==> config.mk <==
export PLATFORM = sky130hd
export DESIGN_NAME = stage_if_flat
export DESIGN_NICKNAME = d
export VERILOG_FILES = /design/src/rtl/stage_if_if.sv /design/src/rtl/stage_if.sv /design/src/flat_wrapper.sv
export SDC_FILE = /design/constraint.sdc
export NUM_CORES = 1
export LEC_CHECK = 0
export BUFFER_PORTS_ARGS = -buffer_cell sky130_fd_sc_hd__buf_4
export CAP_MARGIN = 20
export CORE_AREA = 10 10 100 146
export CTS_CLUSTER_DIAMETER = 150
export DETAILED_ROUTE_END_ITERATION = 16
export DIE_AREA = 0 0 110 156
export PLACE_DENSITY = 0.75
export SYNTH_ARGS = -nofsm -noshare
export SYNTH_HDL_FRONTEND = slang
export SYNTH_SLANG_ARGS = --single-unit
==> constraint.sdc <==
create_clock -name clock -period 6.1 [get_ports clock]
set_input_delay 1.22 -clock clock [delete_from_list [all_inputs] [get_ports clock]]
set_output_delay 1.22 -clock clock [all_outputs]
set_load 0.1 [all_outputs]
==> src/rtl/stage_if_if.sv <==
// Instruction-fetch bus bundle: control inputs, instruction-memory port and IF/ID outputs.
// The master modport is the fetch stage; the slave modport is its environment.
interface stage_if_if #(
  parameter int ADDR_W = 10
);
  logic              stall;
  logic              isJumped;
  logic [31:0]       jumpAddr;
  logic              step_mode;
  logic              step;
  logic [ADDR_W-1:0] imem_addr;
  logic [31:0]       imem_rdata;
  logic [31:0]       instr;
  logic [31:0]       pc_id;
  logic              nop_if;
  logic              halted;
  logic [31:0]       instr_count;

  modport master (
    input  stall, isJumped, jumpAddr, step_mode, step, imem_rdata,
    output imem_addr, instr, pc_id, nop_if, halted, instr_count
  );

  modport slave (
    output stall, isJumped, jumpAddr, step_mode, step, imem_rdata,
    input  imem_addr, instr, pc_id, nop_if, halted, instr_count
  );
endinterface

==> src/rtl/stage_if.sv <==
// MIPS instruction-fetch stage: PC, IF/ID register, redirect/flush, stall,
// HALT detection, debug single-step gating and a retired-fetch counter.
module stage_if #(
  parameter logic [31:0] PC_RESET    = 32'h0,
  parameter int          ADDR_W      = 10,
  parameter logic [5:0]  HALT_OPCODE = 6'b111111
) (
  input logic        clock,
  input logic        reset,
  stage_if_if.master bus
);

  typedef enum logic {RUN, HALTED} state_t;

  state_t      state_reg;
  logic [31:0] pc_reg;
  logic [31:0] instr_reg;
  logic [31:0] pc_id_reg;
  logic        nop_if_reg;
  logic        halted_reg;
  logic [31:0] count_reg;

  logic [31:0] pc_plus4;
  logic        is_halt;

  assign pc_plus4 = pc_reg + 32'd4;
  assign is_halt  = (bus.imem_rdata[31:26] == HALT_OPCODE);

  // Word address only; the low byte bits and the high bits alias in memory.
  assign bus.imem_addr = pc_reg[ADDR_W+1:2];

  always_ff @(posedge clock or posedge reset) begin
    if (reset) begin
      state_reg  <= RUN;
      pc_reg     <= PC_RESET;
      instr_reg  <= 32'h0;
      pc_id_reg  <= 32'h0;
      nop_if_reg <= 1'b1;
      halted_reg <= 1'b0;
      count_reg  <= 32'h0;
    end else if (bus.isJumped) begin
      // Redirect beats everything, including a HALT fetched on the wrong path.
      pc_reg     <= bus.jumpAddr;
      instr_reg  <= 32'h0;
      pc_id_reg  <= 32'h0;
      nop_if_reg <= 1'b1;
      state_reg  <= RUN;
      halted_reg <= 1'b0;
    end else if (state_reg == HALTED) begin
      nop_if_reg <= 1'b1;
    end else if (bus.stall) begin
      nop_if_reg <= nop_if_reg;
    end else if (bus.step_mode && !bus.step) begin
      instr_reg  <= 32'h0;
      pc_id_reg  <= 32'h0;
      nop_if_reg <= 1'b1;
    end else if (is_halt) begin
      instr_reg  <= 32'h0;
      pc_id_reg  <= 32'h0;
      nop_if_reg <= 1'b1;
      state_reg  <= HALTED;
      halted_reg <= 1'b1;
    end else begin
      instr_reg  <= bus.imem_rdata;
      pc_id_reg  <= pc_plus4;
      nop_if_reg <= 1'b0;
      pc_reg     <= pc_plus4;
      count_reg  <= count_reg + 32'd1;
    end
  end

  assign bus.instr       = instr_reg;
  assign bus.pc_id       = pc_id_reg;
  assign bus.nop_if      = nop_if_reg;
  assign bus.halted      = halted_reg;
  assign bus.instr_count = count_reg;

endmodule

==> src/flat_wrapper.sv <==
// flat-port wrapper written by rule: the top's interface ports become plain ports
module stage_if_flat 
#(
  parameter logic [31:0] PC_RESET    = 32'h0,
  parameter int          ADDR_W      = 10,
  parameter logic [5:0]  HALT_OPCODE = 6'b111111
)
  (clock, reset, bus_stall, bus_isJumped, bus_jumpAddr, bus_step_mode, bus_step, bus_imem_rdata, bus_imem_addr, bus_instr, bus_pc_id, bus_nop_if, bus_halted, bus_instr_count);
  stage_if_if #(.ADDR_W(ADDR_W)) bus_i ();
  input logic clock;
  input logic reset;
  input wire logic [$bits(bus_i.stall)-1:0] bus_stall;
  input wire logic [$bits(bus_i.isJumped)-1:0] bus_isJumped;
  input wire logic [$bits(bus_i.jumpAddr)-1:0] bus_jumpAddr;
  input wire logic [$bits(bus_i.step_mode)-1:0] bus_step_mode;
  input wire logic [$bits(bus_i.step)-1:0] bus_step;
  input wire logic [$bits(bus_i.imem_rdata)-1:0] bus_imem_rdata;
  output wire logic [$bits(bus_i.imem_addr)-1:0] bus_imem_addr;
  output wire logic [$bits(bus_i.instr)-1:0] bus_instr;
  output wire logic [$bits(bus_i.pc_id)-1:0] bus_pc_id;
  output wire logic [$bits(bus_i.nop_if)-1:0] bus_nop_if;
  output wire logic [$bits(bus_i.halted)-1:0] bus_halted;
  output wire logic [$bits(bus_i.instr_count)-1:0] bus_instr_count;
  assign bus_i.stall = bus_stall;
  assign bus_i.isJumped = bus_isJumped;
  assign bus_i.jumpAddr = bus_jumpAddr;
  assign bus_i.step_mode = bus_step_mode;
  assign bus_i.step = bus_step;
  assign bus_i.imem_rdata = bus_imem_rdata;
  assign bus_imem_addr = bus_i.imem_addr;
  assign bus_instr = bus_i.instr;
  assign bus_pc_id = bus_i.pc_id;
  assign bus_nop_if = bus_i.nop_if;
  assign bus_halted = bus_i.halted;
  assign bus_instr_count = bus_i.instr_count;
  stage_if #(.PC_RESET(PC_RESET), .ADDR_W(ADDR_W), .HALT_OPCODE(HALT_OPCODE)) u_core (.clock(clock), .reset(reset), .bus(bus_i));
endmodule
==> results of run 1 <==
==> worst max path at each step <==
stage / to / slack [ps] / cells past startpoint
floorplan: u_core.bus.halted / 1380 / 1
global placement: u_core.bus.pc_id[2] / 2750 / 4
detailed placement: u_core.bus.pc_id[7] / 2670 / 4
CTS: u_core.pc_reg[26] / 2960 / 6
global route: u_core.bus.pc_id[28] / 2810 / 4
finish: u_core.pc_reg[21] / 3090 / 6
==> per-layer routing <==
metal,global-route usage,wire length [microns],vias up
met1,0.231,6690,2524
met5,0,0,-
met2,0.350,9090,184
li1,-,-,2420
met4,0.0684,279,0
met3,0.0786,1540,28
==> synth_stat cells, drive strengths merged (7+ instances only) <==
library cell  number
xor2              30
buf               14
inv                7
nand4             20
o21ai             55
nand3             27
dfrtp            130
nor4              12
nor3              19
a22o              35
nand2             82
or4                7
or3               10
nor2              31
a31oi             10
xnor2             49
clkbuf            33
==> metrics by stage <==
stage | power (W) | hold slack, ps | area [sq um] | util | setup WS, ps
global placement | 0.00166 | 461 | 7470 | 0.624 | 2750
detailed placement | 0.00167 | 472 | 7470 | 0.624 | 2670
global route | 0.00274 | 507 | 8080 | 0.676 | 2810
CTS | 0.00266 | 492 | 8050 | 0.673 | 2960
finish | 0.00265 | 482 | 8080 | 0.676 | 3090
floorplan | 0.00150 | 481 | 6110 | - | 1380
==> power breakdown <==
part	internal [W]	switching (W)
clock network	0.000603	0.000391
registers	0.000931	0.0000747
logic	0.000154	0.000493
total	0.00169	0.000960
==> final cells by class <==
class                           instances  area, sq um  share of cell area
Timing Repair Buffer                  183         1390               0.172
Inverter                                7         28.8             0.00356
Clock inverter                         14          155              0.0192
Clock buffer                           17          425              0.0527
Multi-Input combinational cell        418         2610               0.323
Sequential cell                       131         3280               0.406
Tap cell                              153          191              0.0237
==> cells by family (layout without fill, tap and decap cells) <==
logic type	Yosys count	after routing	share of synthesized area
AOI/OAI and AO/OA	106	106	0.113
xor gates and xnor gates	79	79	0.113
adders and majority gates	2	2	0.00410
buffers and inverters	54	221	0.0400
DFF	131	131	0.537
muxes	3	3	0.00533
and+or+nand+nor	228	228	0.187
==> cells in the final DEF (no fill, tap or decap), types with 2 or more instances in the layout <==
cell,count
xnor2_1,49
xor2_1,30
nor3_1,17
a31oi_1,10
inv_1,6
a22o_1,35
nand2_1,82
nor4_1,11
nand4_1,19
inv_6,3
o21ai_0,55
and3_1,2
a32o_1,2
nor3_2,2
mux2_2,2
buf_4,181
or2_2,3
or3_1,10
clkinv_2,2
clkinv_4,5
and4_1,6
bufinv_16,2
clkbuf_16,17
o31ai_1,2
and2_1,2
ha_1,2
or4_1,6
clkinvlp_4,2
nand3_1,27
nor2_1,30
dfrtp_1,130
==> worst max-delay path: cells and delay by family <==
family          cells  cell delay [ps]
buf+inv             1              120
compound gates      1              180
simple gates        4             1820
==> flow_metrics.tcl, run 1 <==
set metrics [dict create \
    status "complete, no violations" \
    dp_hpwl_microns 13000 \
    insertion_delay_ps 420 \
    die_x_microns 110 \
    holdPathStages 1 \
    synth_top_area_share 0.533 \
    finalHoldViolCount 0 \
    ant_nets 0 \
    num_vias 5156 \
    reg2reg_depth 5 \
    ys.flop_type "dfrtp_1" \
    power_density_nw_per_um2 328 \
    report.final.slew_viol_count 0 \
    slowest_delay_ps 630 \
    hp-class "flop to flop" \
    p_leak_nw 3.70 \
    vias_per_cell 5.59 \
    slowest_stage "or4b_2" \
    synthArstFlopShare 1.00 \
    fmax_mhz 332 \
    clkTransAtPathRegs_ps 60 \
    grt_remaining_overflow 0 \
    ir_drop_mv 0.219 \
    cts_resized 0 \
    h-tree-depth 4 \
    synth_seq_cells 131 \
    syn_avg_cell_area_sq_um 10.1 \
    cts-root-buf "clkbuf_16" \
    fillers 961 \
    synth_seq_area_share 0.537 \
    firstDrtPassIters 5 \
    fin_crit_ps 3010 \
    rows 49 \
    holdBufCountCts 0 \
    finalSetupViolations 0 \
    cts_setup_buffers 0 \
    worstSetupPathType "input port to flop" \
    regToRegStartpoint "u_core.pc_reg[13]" \
    synth-edff-count 0 \
    cts-buffers-inserted 17 \
    netlist_instances 603 \
    syn_area_sq_um 6110 \
    grt_usage 0.207 \
    numClockSinks 131 \
    fp.dieH_microns 156 \
    path_max_fanout 18 \
    drt_iter0_drc 304 \
    end_kind "flop" \
    antennaDiodeCount 0 \
    clk_path_buf_depth 2 \
    clock_skew_ps 7.21 \
    worst_pin_slew_ps 1040 \
    maxCapViolCount 0 \
    drive_above_1_share 0.296 \
    coreArea_sq_um 12000 \
    syn_nets 675 \
    grt_pass1_wl_microns 28100 \
    place.gp.congestion 0.873 \
    antenna_found_initial 0 \
    timing.rr.end "u_core.pc_reg[26]" \
    yosys_warnings 0 \
    cp-start-kind "input port" \
    post-route-drc-count 0 \
    tns_ps 0 \
    wl_microns 17600 \
    io_pins 178 \
    areaGrowthSynthToFinish_pct 32.3 \
    rsz0062_at_grt "false" \
    relSlewSlack 0.298 \
    grt_pass1_vias 5468 \
    die_area_sq_um 17200 \
    crit_required_ps 6440 \
    start_util 0.511 \
    fin_crit_sh 0.493 \
    layout.nets 830 \
    dp.cells 890 \
    routedWlPerCell_microns 19.1 \
    synth_area_leaders "dfrtp_1 (53%), xnor2_1 (7.0%), nand2_1 (5.0%)" \
    min_to "u_core.bus.instr_count[31]" \
    cts_tree "built" \
    startpoint "bus_stall" \
    path_cells "buf_4 > nor2_1 > nand2b_1 > nor3_1 > or4b_2 > a31oi_1" \
    synth_cell_types 41 \
    final_cells 923 \
    synth_top_area_cell "dfrtp_1" \
    grt_max_degree 84 \
    rrSetupSlack_ps 3380 \
    io_buffers 177 \
    min_from "u_core.bus.instr_count[31]" \
    arrival_ps 3350 \
]
Power figures use the tool's default switching activity.
==> run 2: changes to the inputs <==
==> constraint.sdc (replaced) <==
create_clock -name clock -period 3.14 [get_ports clock]
set_input_delay 0.628 -clock clock [delete_from_list [all_inputs] [get_ports clock]]
set_output_delay 0.628 -clock clock [all_outputs]
set_load 0.1 [all_outputs]
==> flow_metrics.tcl, run 2 (synthesized netlist as in run 1, its figures left out) <==
set metrics [dict create \
    status "complete, no violations" \
    io_buffers 177 \
    grt_pass1_vias 5620 \
    place.gp.congestion 0.861 \
    p_int_w 0.00340 \
    hp-class "input port to asynchronous set/reset pin" \
    cp-start-kind "flop" \
    regArea_sq_um 3280 \
    vias_per_cell 5.67 \
    final_cell_mix "buf_4 (187), dfrtp_1 (130), nand2_1 (82)" \
    path_max_fanout 12 \
    relSlewSlack 0.391 \
    cts-root-buf "clkbuf_16" \
    maxCapViolCount 0 \
    grt.busiest_layer "met2" \
    fillers 928 \
    p_leak_nw 3.73 \
    clkTransAtPathRegs_ps 60 \
    finalHoldViolCount 0 \
    switchingPower_w 0.00185 \
    routedWlPerCell_microns 19.5 \
    final_common_cell "buf_4" \
    fp.dieH_microns 156 \
    fmax_mhz 384 \
    drive_above_1_share 0.301 \
    holdBufCountCts 0 \
    report.final.slew_viol_count 0 \
    cts_tree "built" \
    grt_max_degree 132 \
    die_area_sq_um 17200 \
    use_met2 0.361 \
    drt_iter0_drc 335 \
    antenna_found_initial 0 \
    h-tree-depth 4 \
    ir_drop_mv 0.495 \
    worst_pin_slew_ps 908 \
    cts_resized 0 \
    comb_power_share 0.240 \
    tns_ps 0 \
    power_density_nw_per_um2 644 \
    switching_share 0.353 \
    arrival_ps 2940 \
    die_x_microns 110 \
    reg2reg_depth 5 \
    grt_usage 0.211 \
    insertion_delay_ps 420 \
    antennaDiodeCount 0 \
    grt_use_met1 0.232 \
    power_w 0.00526 \
    final_core_util 0.683 \
    dp_hpwl_microns 13100 \
    cts-buffers-inserted 17 \
    start_util 0.511 \
    num_vias 5273 \
    grt_util_met3 0.0786 \
    fin_crit_ps 2610 \
    clock_skew_ps 8.56 \
    rsz0062_at_grt "false" \
    wl_microns 18100 \
    layout.nets 836 \
    areaGrowthSynthToFinish_pct 33.7 \
    grt_remaining_overflow 0 \
    clkPwrFrac 0.389 \
    worstSetupPathType "flop to flop" \
    numClockSinks 131 \
    firstDrtPassIters 5 \
    end_kind "flop" \
    crit_required_ps 3470 \
    rows 49 \
    coreArea_sq_um 12000 \
    fin_crit_sh 0.830 \
    cts_setup_buffers 0 \
    multi_input_area_sq_um 2610 \
    finalSetupViolations 0 \
    seqPwrFrac 0.371 \
    io_pins 178 \
    post-route-drc-count 0 \
    grt_pass1_wl_microns 28700 \
    clk_path_buf_depth 2 \
    ant_nets 0 \
]
## run 2: cell types whose count changed in the layout (fill, tap and decap cells not counted), sizes merged
cell and delta:
clkbuf +3, inv -3, clkinvlp +4, buf +6, clkinv -4, bufinv +1
## run 2: layout make-up
| cell class | count | area share |
|---|---|---|
| tap | 153 | 0.0234 |
| sequential | 131 | 0.402 |
| clock inverter | 12 | 0.0190 |
| inverter | 7 | 0.00368 |
| multi-input combinational | 418 | 0.319 |
| clock buffer | 20 | 0.0559 |
| timing repair buffer | 189 | 0.177 |
## run 2: per-stage QoR
stage / std cells / hold WS (ps) / setup slack (ps) / instance area, sq um
2_1_floorplan: 603 / 481 / 420 / 6110
3_3_place_gp: 898 / 461 / 673 / 7550
3_5_place_dp: 898 / 463 / 575 / 7550
4_1_cts: 930 / 414 / 547 / 8160
5_1_grt: 930 / 421 / 406 / 8160
6_report: 930 / 409 / 534 / 8160
## run 2: per-layer routing
layer | share of wire | wire (microns)
met1 | 0.36 | 6590
met2 | 0.52 | 9460
met3 | 0.089 | 1610
met4 | 0.024 | 428
met5 | 0 | 0
## run 2: path summary, 6_finish.rpt
path | slack (ps) | from | endpoint
max | 530 | u_core.pc_reg[7] | u_core.pc_reg[27]
min | 410 | reset | u_core.bus.instr[5]
max reg2reg | 530 | u_core.pc_reg[7] | u_core.pc_reg[27]
min reg2reg | 470 | u_core.bus.instr_count[31] | u_core.bus.instr_count[31]
max in group asynchronous | 2210 | reset | u_core.bus.pc_id[27]
min in group clock | 420 | bus_jumpAddr[7] | u_core.pc_reg[7]
## run 2: worst max-delay path: stages (launching register included)
cell,delay (ps)
dfrtp_1,520
nand4_4,200
or4_4,670
or3_1,470
or4_1,490
a31oi_1,170
## run 2: power by group through the flow
stage,clock network (W),registers [W],logic (W)
after CTS,0.00207,0.00195,0.00127
after global placement,0,0.00197,0.00126
after global routing,0.00216,0.00197,0.00132
after detailed placement,0,0.00198,0.00127
final,0.00204,0.00195,0.00126
after floorplan,0,0.00252,0.000387
==> run 3: changes to the inputs <==
--- a/config.mk
+++ b/config.mk
@@ -5,13 +5,14 @@
 export SDC_FILE = /design/constraint.sdc
 export NUM_CORES = 1
 export LEC_CHECK = 0
+export ABC_AREA = 1
 export BUFFER_PORTS_ARGS = -buffer_cell sky130_fd_sc_hd__buf_4
 export CAP_MARGIN = 20
-export CORE_AREA = 10 10 100 146
+export CORE_AREA = 10 10 109 160
 export CTS_CLUSTER_DIAMETER = 150
 export DETAILED_ROUTE_END_ITERATION = 16
-export DIE_AREA = 0 0 110 156
-export PLACE_DENSITY = 0.75
+export DIE_AREA = 0 0 119 170
+export PLACE_DENSITY = 0.71
 export SYNTH_ARGS = -nofsm -noshare
 export SYNTH_HDL_FRONTEND = slang
 export SYNTH_SLANG_ARGS = --single-unit
==> constraint.sdc (replaced) <==
create_clock -name clock -period 2.11 [get_ports clock]
set_input_delay 0.422 -clock clock [delete_from_list [all_inputs] [get_ports clock]]
set_output_delay 0.422 -clock clock [all_outputs]
set_load 0.1 [all_outputs]
==> flow_metrics.tcl, run 3 <==
set metrics [dict create \
    synth_top_area_cell "dfrtp_1" \
    worstSetupPathType "flop to flop" \
    insertion_delay_ps 410 \
    power_density_nw_per_um2 913 \
    synth-edff-count 0 \
    synth_area_leaders "dfrtp_1 (47%), nand2_1 (25%), nor2_1 (5.3%)" \
    antennaDiodeCount 0 \
    slowest_stage "dfrtp_1" \
    status "complete, no violations" \
    finalHoldViolCount 0 \
    final_cells 1298 \
    path_cells "ha_1 > inv_1 > nor2_4 > nand3_2 > clkinv_1 > nand2_1 > nand2_1 > nand2_1 > nand2_1 > nand2_1" \
    fin_crit_ps 1710 \
    cts-root-buf "clkbuf_16" \
    synth_seq_area_share 0.476 \
    rsz0062_at_grt "false" \
    numClockSinks 131 \
    grt_usage 0.198 \
    die_area_sq_um 20200 \
    num_vias 6431 \
    place.gp.congestion 0.950 \
    arrival_ps 2010 \
    p_leak_nw 4.72 \
    fin_hold_ws_ps 192 \
    grt_pass1_wl_microns 32400 \
    synth_cell_types 35 \
    synth_top_area_share 0.473 \
    syn_area_sq_um 6880 \
    drive_above_1_share 0.226 \
    io_buffers 177 \
    grt_max_degree 132 \
    cts-buffers-inserted 17 \
    dp_slack_ps 264 \
    die_x_microns 119 \
    synth.most_common_cell "nand2_1" \
    areaGrowthSynthToFinish_pct 29.9 \
    grt_pass1_vias 6493 \
    holdBufCountCts 0 \
    coreArea_sq_um 14500 \
    routedWlPerCell_microns 15.6 \
    final_cell_mix "nand2_1 (464), buf_4 (182), dfrtp_1 (130)" \
    cts_resized 0 \
    ys.flop_type "dfrtp_1" \
    h-tree-depth 4 \
    grt_remaining_overflow 0 \
    report.final.slew_viol_count 0 \
    yosys_warnings 0 \
    crit_top_cell "nand2_1" \
    power_w 0.00816 \
    dp.cells 1267 \
    worst_pin_slew_ps 739 \
    fmax_mhz 584 \
    synth_seq_cells 131 \
    layout.nets 1162 \
    ir_drop_mv 0.540 \
    drt_iter0_drc 498 \
    synth_common_cells "nand2_1 (464), dfrtp_1 (130), nor2_1 (97), inv_1 (39), nand3_1 (37)" \
    hp-class "input port to asynchronous set/reset pin" \
    maxCapViolCount 0 \
    stdcell_area_sq_um 8940 \
    clkTransAtPathRegs_ps 60 \
    clk_path_buf_depth 2 \
    antenna_found_initial 0 \
    synthArstFlopShare 1.00 \
    cts_setup_buffers 0 \
    finalSetupViolations 0 \
    path_max_fanout 5 \
    clock_skew_ps 9.04 \
    firstDrtPassIters 5 \
    vias_per_cell 4.95 \
    start_util 0.476 \
    cp-start-kind "flop" \
    wl_microns 20300 \
    rows 54 \
    netlist_instances 921 \
    crit_family "simple AND/OR/NAND/NOR gates" \
    end_kind "flop" \
    dp_hpwl_microns 15200 \
    io_pins 178 \
    fin_crit_sh 0.812 \
    finalWorstSetupSlack_ps 398 \
    fp.dieH_microns 170 \
    post-route-drc-count 0 \
    syn_nets 993 \
    worst-path-buf-inv 2 \
    crit_required_ps 2410 \
    slowest_delay_ps 440 \
    ant_nets 0 \
    relSlewSlack 0.507 \
    cts_tree "built" \
    syn_avg_cell_area_sq_um 7.47 \
    final_common_cell "nand2_1" \
    place_area_sq_um 8330 \
]
==> run 3: changes by cell type after synthesis, sizes merged, moves of 18 or more <==
cell,before,now
a22o,35,0
nor2,31,112
o21ai,55,6
nor3,19,1
nand2,82,472
inv,7,40
xnor2,49,4
nand3b,1,19
clkbuf,33,3
==> run 3: cells by family after synthesis <==
kind of cell	Yosys count	share of synthesized area
AO/OA/AOI/OAI	33	0.0322
XOR/XNOR	23	0.0293
adder cells (fa/ha/maj)	2	0.00364
buffers and inverters	75	0.0545
flip-flops	131	0.476
AND/OR/NAND/NOR	657	0.404
==> run 3: layout make-up <==
type                    instances  area (sq um)
fillers                      1400          5520
flip-flops and latches        131          3280
multi-input cells             715          3240
repair buffers                184          1410
well taps                     196           245
clock inverters                13           186
clock buffers                  18           429
inverters                      41           160
==> run 3: final timing paths <==
| kind | start | end | slack [ps] | cells after the start |
|---|---|---|---|---|
| setup / recovery | u_core.pc_reg[3] | u_core.pc_reg[30] | 400 | 10 |
| setup reg to reg | u_core.pc_reg[3] | u_core.pc_reg[30] | 400 | 10 |
| hold reg to reg | u_core.bus.pc_id[30] | u_core.bus.pc_id[30] | 480 | 2 |
| max in group asynchronous | reset | u_core.bus.pc_id[24] | 1330 | 3 |
| min in group clock | bus_imem_rdata[23] | u_core.bus.instr[23] | 200 | 3 |
| hold / removal | reset | u_core.bus.pc_id[0] | 190 | 3 |
==> run 3: power by group <==
part	internal (W)	switching [W]	leakage, nW
clock network	0.00197	0.00109	0.288
registers	0.00272	0.000234	1.72
logic	0.000474	0.00167	2.72
total	0.00516	0.00300	4.72
==> run 3: metal layers <==
metal / wire length, microns / global-route usage / part of all wire
met1: 7870 / 0.212 / 0.39
met2: 10600 / 0.358 / 0.52
met3: 1520 / 0.0666 / 0.075
met4: 286 / 0.0645 / 0.014
met5: 0 / 0 / 0
==> run 3: through the flow <==
| stage | TNS, ps | utilization |
|---|---|---|
| finish | 0 | 0.618 |
| global route | 0 | 0.618 |
| global placement | 0 | 0.576 |
| CTS | 0 | 0.618 |
| floorplan | -89.2 | - |
| detailed placement | 0 | 0.576 |
==> run 3: worst reg2reg max path, stage by stage, from the launching register on <==
cell and delay (ps):
dfrtp_1 440, ha_1 280, inv_1 110, nor2_4 200
nand3_2 150, clkinv_1 100, nand2_1 50, nand2_1 60
nand2_1 50, nand2_1 90, nand2_1 60
